==> config.mk <==
export PLATFORM = sky130hd
export DESIGN_NAME = apb_requester_multi
export DESIGN_NICKNAME = d
export VERILOG_FILES = /design/src/rtl/apb_requester_multi.sv
export SDC_FILE = /design/constraint.sdc
export NUM_CORES = 1
export LEC_CHECK = 0
export CAP_MARGIN = 15
export CORE_ASPECT_RATIO = 1.2
export CORE_MARGIN = 8
export CORE_UTILIZATION = 55
export CTS_BUF_LIST = sky130_fd_sc_hd__clkbuf_16
export CTS_CLUSTER_SIZE = 40
export DETAILED_ROUTE_END_ITERATION = 8
export GPL_TIMING_DRIVEN = 1
export HOLD_SLACK_MARGIN = 0.15
export MAX_ROUTING_LAYER = met4
export PLACE_DENSITY_LB_ADDON = 0.12
export SETUP_SLACK_MARGIN = 0.4
export SYNTH_ARGS = -nofsm -noshare
export SYNTH_HDL_FRONTEND = slang
export SYNTH_SLANG_ARGS = --single-unit
==> constraint.sdc <==
create_clock -name pclk -period 11.9 [get_ports pclk]
set_clock_uncertainty 0.05 [all_clocks]
set_input_delay 1.785 -clock pclk [delete_from_list [all_inputs] [get_ports pclk]]
set_output_delay 1.785 -clock pclk [all_outputs]
set_load 0.02 [all_outputs]
==> src/rtl/apb_requester_multi.sv <==
// APB4 requester: commands are queued in a small FIFO and issued one at a time to
// NUM_SLV completers selected by the top SEL_W address bits; one response per command.
module apb_requester_multi #(
    parameter int DATA_W  = 32,
    parameter int ADDR_W  = 32,
    parameter int NUM_SLV = 4,
    parameter int SEL_W   = 2,
    parameter int DEPTH   = 4,
    parameter int TIMEOUT = 256
) (
    input  logic                      pclk,
    input  logic                      preset,
    input  logic                      cmd_valid,
    output logic                      cmd_ready,
    input  logic [ADDR_W-1:0]         cmd_addr,
    input  logic                      cmd_write,
    input  logic [DATA_W-1:0]         cmd_wdata,
    input  logic [DATA_W/8-1:0]       cmd_strb,
    input  logic [2:0]                cmd_prot,
    output logic                      rsp_valid,
    input  logic                      rsp_ready,
    output logic [DATA_W-1:0]         rsp_rdata,
    output logic                      rsp_err,
    output logic                      rsp_timeout,
    output logic [NUM_SLV-1:0]        psel,
    output logic                      penable,
    output logic [ADDR_W-1:0]         paddr,
    output logic                      pwrite,
    output logic [DATA_W-1:0]         pwdata,
    output logic [DATA_W/8-1:0]       pstrb,
    output logic [2:0]                pprot,
    input  logic [NUM_SLV*DATA_W-1:0] prdata,
    input  logic [NUM_SLV-1:0]        pready,
    input  logic [NUM_SLV-1:0]        pslverr
);
    localparam int STRB_W = DATA_W / 8;
    localparam int PTR_W  = $clog2(DEPTH);
    localparam int CNT_W  = (TIMEOUT > 1) ? $clog2(TIMEOUT + 1) : 1;
    localparam bit TO_EN  = (TIMEOUT != 0);
    localparam logic [CNT_W-1:0] TO_LAST = CNT_W'((TIMEOUT > 0) ? TIMEOUT - 1 : 0);

    typedef enum logic [1:0] {S_IDLE, S_SETUP, S_ACCESS, S_RESP} state_t;

    logic [ADDR_W-1:0] r_mem_addr  [DEPTH];
    logic              r_mem_write [DEPTH];
    logic [DATA_W-1:0] r_mem_wdata [DEPTH];
    logic [STRB_W-1:0] r_mem_strb  [DEPTH];
    logic [2:0]        r_mem_prot  [DEPTH];

    logic [PTR_W-1:0]  r_wr_ptr;
    logic [PTR_W-1:0]  r_rd_ptr;
    logic [PTR_W:0]    r_count;
    state_t            r_state;
    logic [SEL_W-1:0]  r_idx;
    logic [CNT_W-1:0]  r_wait;

    logic              w_push;
    logic              w_pop;
    logic [PTR_W:0]    w_count_nxt;
    logic [SEL_W-1:0]  w_head_idx;
    logic              w_head_ok;
    logic [NUM_SLV-1:0] w_head_sel;
    logic              w_rdy;
    logic              w_err;
    logic [DATA_W-1:0] w_rdata;
    logic              w_to;

    assign w_push      = cmd_valid & cmd_ready;
    assign w_pop       = (r_state == S_IDLE) && (r_count != '0);
    assign w_count_nxt = r_count + (PTR_W+1)'(w_push) - (PTR_W+1)'(w_pop);
    assign w_head_idx  = r_mem_addr[r_rd_ptr][ADDR_W-1 -: SEL_W];
    assign w_head_ok   = ({1'b0, w_head_idx} < (SEL_W+1)'(NUM_SLV));
    assign w_to        = TO_EN && (r_wait == TO_LAST);

    always_comb begin
        w_head_sel = '0;
        for (int unsigned i = 0; i < NUM_SLV; i++)
            w_head_sel[i] = (w_head_idx == SEL_W'(i));
    end

    // Only the addressed completer's handshake is observed.
    always_comb begin
        w_rdy   = 1'b0;
        w_err   = 1'b0;
        w_rdata = '0;
        for (int unsigned i = 0; i < NUM_SLV; i++) begin
            if (r_idx == SEL_W'(i)) begin
                w_rdy   = pready[i];
                w_err   = pslverr[i];
                w_rdata = prdata[i*DATA_W +: DATA_W];
            end
        end
    end

    always_ff @(posedge pclk) begin
        if (w_push) begin
            r_mem_addr[r_wr_ptr]  <= cmd_addr;
            r_mem_write[r_wr_ptr] <= cmd_write;
            r_mem_wdata[r_wr_ptr] <= cmd_wdata;
            r_mem_strb[r_wr_ptr]  <= cmd_strb;
            r_mem_prot[r_wr_ptr]  <= cmd_prot;
        end
    end

    always_ff @(posedge pclk or posedge preset) begin
        if (preset) begin
            r_state     <= S_IDLE;
            r_wr_ptr    <= '0;
            r_rd_ptr    <= '0;
            r_count     <= '0;
            r_idx       <= '0;
            r_wait      <= '0;
            cmd_ready   <= 1'b0;
            rsp_valid   <= 1'b0;
            rsp_rdata   <= '0;
            rsp_err     <= 1'b0;
            rsp_timeout <= 1'b0;
            psel        <= '0;
            penable     <= 1'b0;
            paddr       <= '0;
            pwrite      <= 1'b0;
            pwdata      <= '0;
            pstrb       <= '0;
            pprot       <= '0;
        end else begin
            if (w_push) r_wr_ptr <= r_wr_ptr + 1'b1;
            if (w_pop)  r_rd_ptr <= r_rd_ptr + 1'b1;
            r_count   <= w_count_nxt;
            cmd_ready <= (w_count_nxt != (PTR_W+1)'(DEPTH));

            case (r_state)
                S_IDLE: begin
                    if (r_count != '0) begin
                        r_idx  <= w_head_idx;
                        r_wait <= '0;
                        if (w_head_ok) begin
                            psel    <= w_head_sel;
                            paddr   <= r_mem_addr[r_rd_ptr];
                            pwrite  <= r_mem_write[r_rd_ptr];
                            pwdata  <= r_mem_wdata[r_rd_ptr];
                            pstrb   <= r_mem_write[r_rd_ptr] ? r_mem_strb[r_rd_ptr] : '0;
                            pprot   <= r_mem_prot[r_rd_ptr];
                            r_state <= S_SETUP;
                        end else begin
                            rsp_valid   <= 1'b1;
                            rsp_err     <= 1'b1;
                            rsp_timeout <= 1'b0;
                            rsp_rdata   <= '0;
                            r_state     <= S_RESP;
                        end
                    end
                end
                S_SETUP: begin
                    penable <= 1'b1;
                    r_state <= S_ACCESS;
                end
                S_ACCESS: begin
                    if (w_rdy) begin
                        psel        <= '0;
                        penable     <= 1'b0;
                        rsp_rdata   <= (pwrite || w_err) ? '0 : w_rdata;
                        rsp_err     <= w_err;
                        rsp_timeout <= 1'b0;
                        rsp_valid   <= 1'b1;
                        r_state     <= S_RESP;
                    end else if (w_to) begin
                        psel        <= '0;
                        penable     <= 1'b0;
                        rsp_rdata   <= '0;
                        rsp_err     <= 1'b1;
                        rsp_timeout <= 1'b1;
                        rsp_valid   <= 1'b1;
                        r_state     <= S_RESP;
                    end else begin
                        r_wait <= r_wait + 1'b1;
                    end
                end
                S_RESP: begin
                    if (rsp_ready) begin
                        rsp_valid <= 1'b0;
                        r_state   <= S_IDLE;
                    end
                end
                default: r_state <= S_IDLE;
            endcase
        end
    end
endmodule
==> results.ini <==
[timing]
fmax_mhz = 287
worstMarginPinSlew_ps = 1120
finalMaxSlewViolations = 0
hold_viol = 0
setup_ws_ps = 8410
finalCriticalPeriod_ps = 3490
relSlewSlack = 0.255
finalSetupViolCount = 0
finalSetupTns_ps = 0
min_period_over_period = 0.293
rsz0062_at_grt = false
holdWs_ps = 427

[floorplan]
row_count = 69
dieArea_mm2 = 0.0358
core_mm2 = 0.0295
die_x_um = 174
start_util = 0.558
pin_count = 325
die_h_um = 206

[clock_tree]
htree_levels = 2
cts_tree = yes
cts_made_buffers = 40
cts.path.max_buffers = 3
clk_pin_slew_ps = 60
post_cts_buffers = 0
clockRootBuffer = clkbuf_16
cts_resized = 0
clkSinkCount = 419
ctsHoldBuffers = 0
clk_latency_ps = 510

[synthesis]
async_flop_share = 0.313
netlist.area_leader.share = 0.525
synth-simple-area-share = 0.0648
syn-num-nets = 1164
synth_xor_area_frac = 0.00266
postSynthRegisterBits = 419
synth.distinct_cells = 45
syn_avg_cell_area_um2 = 17.6
synth_edf_count = 288
syn_area_mm2 = 0.0165
syn-instance-count = 939
synthAdderAreaFrac = 0.0103
synthMuxAreaShare = 0.149
synth_top_family_by_area = multiplexers
ys_warn_count = 0
synthFlopType = edfxtp_1
post-synth-top-area-cell = edfxtp_1
synth_compound_gate_area_share = 0.0308
yosys-top-cells-area = edfxtp_1 (52%), dfrtp_1 (20%), mux4_2 (14%)
synth_seq_area_share = 0.724

[setup_path]
crit_path_start_kind = flop
required_ps = 10070
critical_path_class = reg -> out
path_depth = 1
cp_cell_sequence = clkdlybuf4s50_1
worst-path-max-fanout = 6
worst_r2r_path_depth = 4
crit_buf_inv = 1
slowest_delay_ps = 660
critPathTopFamily = buffers and inverters
cp.arrival_ps = 1650
critical-path-slowest-cell = clkdlybuf4s50_1
crit_path_end_kind = primary output

[detailed_routing]
firstDrtPassIters = 5
routed_wl_mm = 40.7
drt_iter0_drc = 563
vias = 9526
wire_per_inst_um = 24.1
avgViaCountPerCell = 5.63
antenna_left = 0
drc = 0

[pwr]
ir_worst_vdd_mv = 0.180
power_leakage_uw = 0.00799
power.density_mw_per_mm2 = 245

[global_route]
grt_usage = 0.230
grt_pass1_vias = 9924
grt_max_degree = 78
overflow = 0
antenna_found_initial = 4
grt_pass1_wl_mm = 60.9

[run]
maxCapViolCount = 0

[min_path]
hold_depth = 2
hp-class = reg -> reg

[placement]
place_congestion = 0.831
placedCellCount = 1615
dp_hpwl_mm = 26.9
place_ws_ps = 7850
port_buffers = 324

[cells_and_area]
nNetsFinal = 1493
fin_cells = 1692
drive_above_1_share = 0.145
area_delta_synth_final_pct = 29.9

[run_status]
outcome = complete, no violations

[where the power goes]
part           internal (uW)  switching, uW
Clock                    710            506
Combinational            865           1010
Sequential              1950            203
Total                   3530           1720
[cells in the mapped netlist, drive strengths merged, types with 2 or more instances]
cell       n
or4b       3
mux2i      4
nand3     10
a22o      33
o21ai     10
o21a       3
dfrtp    131
o2bb2ai    2
ha        12
or4        3
nor4       2
inv       18
nor2       6
edfxtp   288
nand4      2
clkbuf    20
xnor2      4
a21oi      7
o31ai      4
nand2    221
buf       29
nand2b     2
mux4     106
and3       5
mux2       2
[flip-flops by register name (all words and copies together), names as in the netlist, 9 cells and up]
signal       cells
r_mem_addr     128
r_mem_wdata    128
paddr           32
pwdata          32
rsp_rdata       32
r_mem_strb      16
r_mem_prot      12
r_wait           9
[cells by family after synthesis]
| group | Yosys count |
|---|---|
| adder cells (fa/ha/maj) | 13 |
| flip-flops | 419 |
| multiplexers | 112 |
| buffers and inverters | 67 |
| AO/OA/AOI/OAI | 65 |
| AND/OR/NAND/NOR | 258 |
| XOR/XNOR | 5 |
[worst paths after layout]
kind / from / to / slack (ps)
worst max-delay path: cmd_ready$_DFF_PP0_ / cmd_ready / 8410
worst min-delay path: pwdata[4]$_DFFE_PP0P_ / pwdata[4]$_DFFE_PP0P_ / 430
worst max register to register: r_rd_ptr[0]$_DFFE_PP0P_ / psel[1]$_DFFE_PP0P_ / 8830
worst min register to register: pwdata[4]$_DFFE_PP0P_ / pwdata[4]$_DFFE_PP0P_ / 430
max in group asynchronous: preset / paddr[30]$_DFFE_PP0P_ / 8690
min in group asynchronous: preset / rsp_rdata[29]$_DFFE_PP0P_ / 1670
[per-stage QoR]
step	total power (uW)	instance area [um^2]	util
after global routing	5520	21400	0.725
after floorplan	3340	16500	-
final	5250	21400	0.725
after global placement	4040	20100	0.681
after detailed placement	4070	20100	0.681
after CTS	5310	21400	0.724
[final cells by class]
class,instances,area (um^2)
repair buffers,336,3350
diodes,4,10.0
flip-flops and latches,419,11900
well taps,390,488
fillers,1920,8120
multi-input cells,453,4280
clock buffers,41,1030
clock inverters,31,239
inverters,18,72.6
[routing by layer]
layer  vias to the layer above  global-route usage  wire length (um)  part of all wire
li1                       4248                   -                 -                 -
met1                      4843               0.275             16000              0.39
met2                       377               0.374             20100              0.49
met3                        58              0.0742              3490             0.086
met4                         0              0.0673              1030             0.025
met5                         -                   -                 0                 0
[cells in the final DEF, fill, tap and decap left out, types with 2 or more instances in the layout]
cell type | netlist | routed
or4_1 | 3 | 3
bufinv_16 | 0 | 4
o21ai_0 | 10 | 10
clkinvlp_4 | 0 | 2
ha_1 | 12 | 12
clkdlybuf4s50_1 | 0 | 324
nand2b_1 | 2 | 2
dfrtp_1 | 131 | 128
mux2_2 | 2 | 2
dfrtp_4 | 0 | 2
clkinv_1 | 0 | 16
nand3_1 | 10 | 10
nor2_1 | 5 | 5
nor4_1 | 2 | 2
buf_4 | 4 | 11
clkinv_2 | 0 | 4
clkbuf_16 | 0 | 41
and3_4 | 0 | 4
nand2_1 | 221 | 221
inv_1 | 18 | 20
o2bb2ai_1 | 2 | 2
edfxtp_1 | 288 | 288
o31ai_1 | 3 | 3
a22o_1 | 33 | 33
xnor2_1 | 4 | 4
diode_2 | 0 | 4
o21a_1 | 3 | 3
mux2i_1 | 2 | 2
a21oi_1 | 7 | 7
nand4_1 | 2 | 2
or4b_1 | 2 | 2
mux2i_2 | 2 | 2
mux4_2 | 105 | 105
Power figures use the tool's default switching activity.
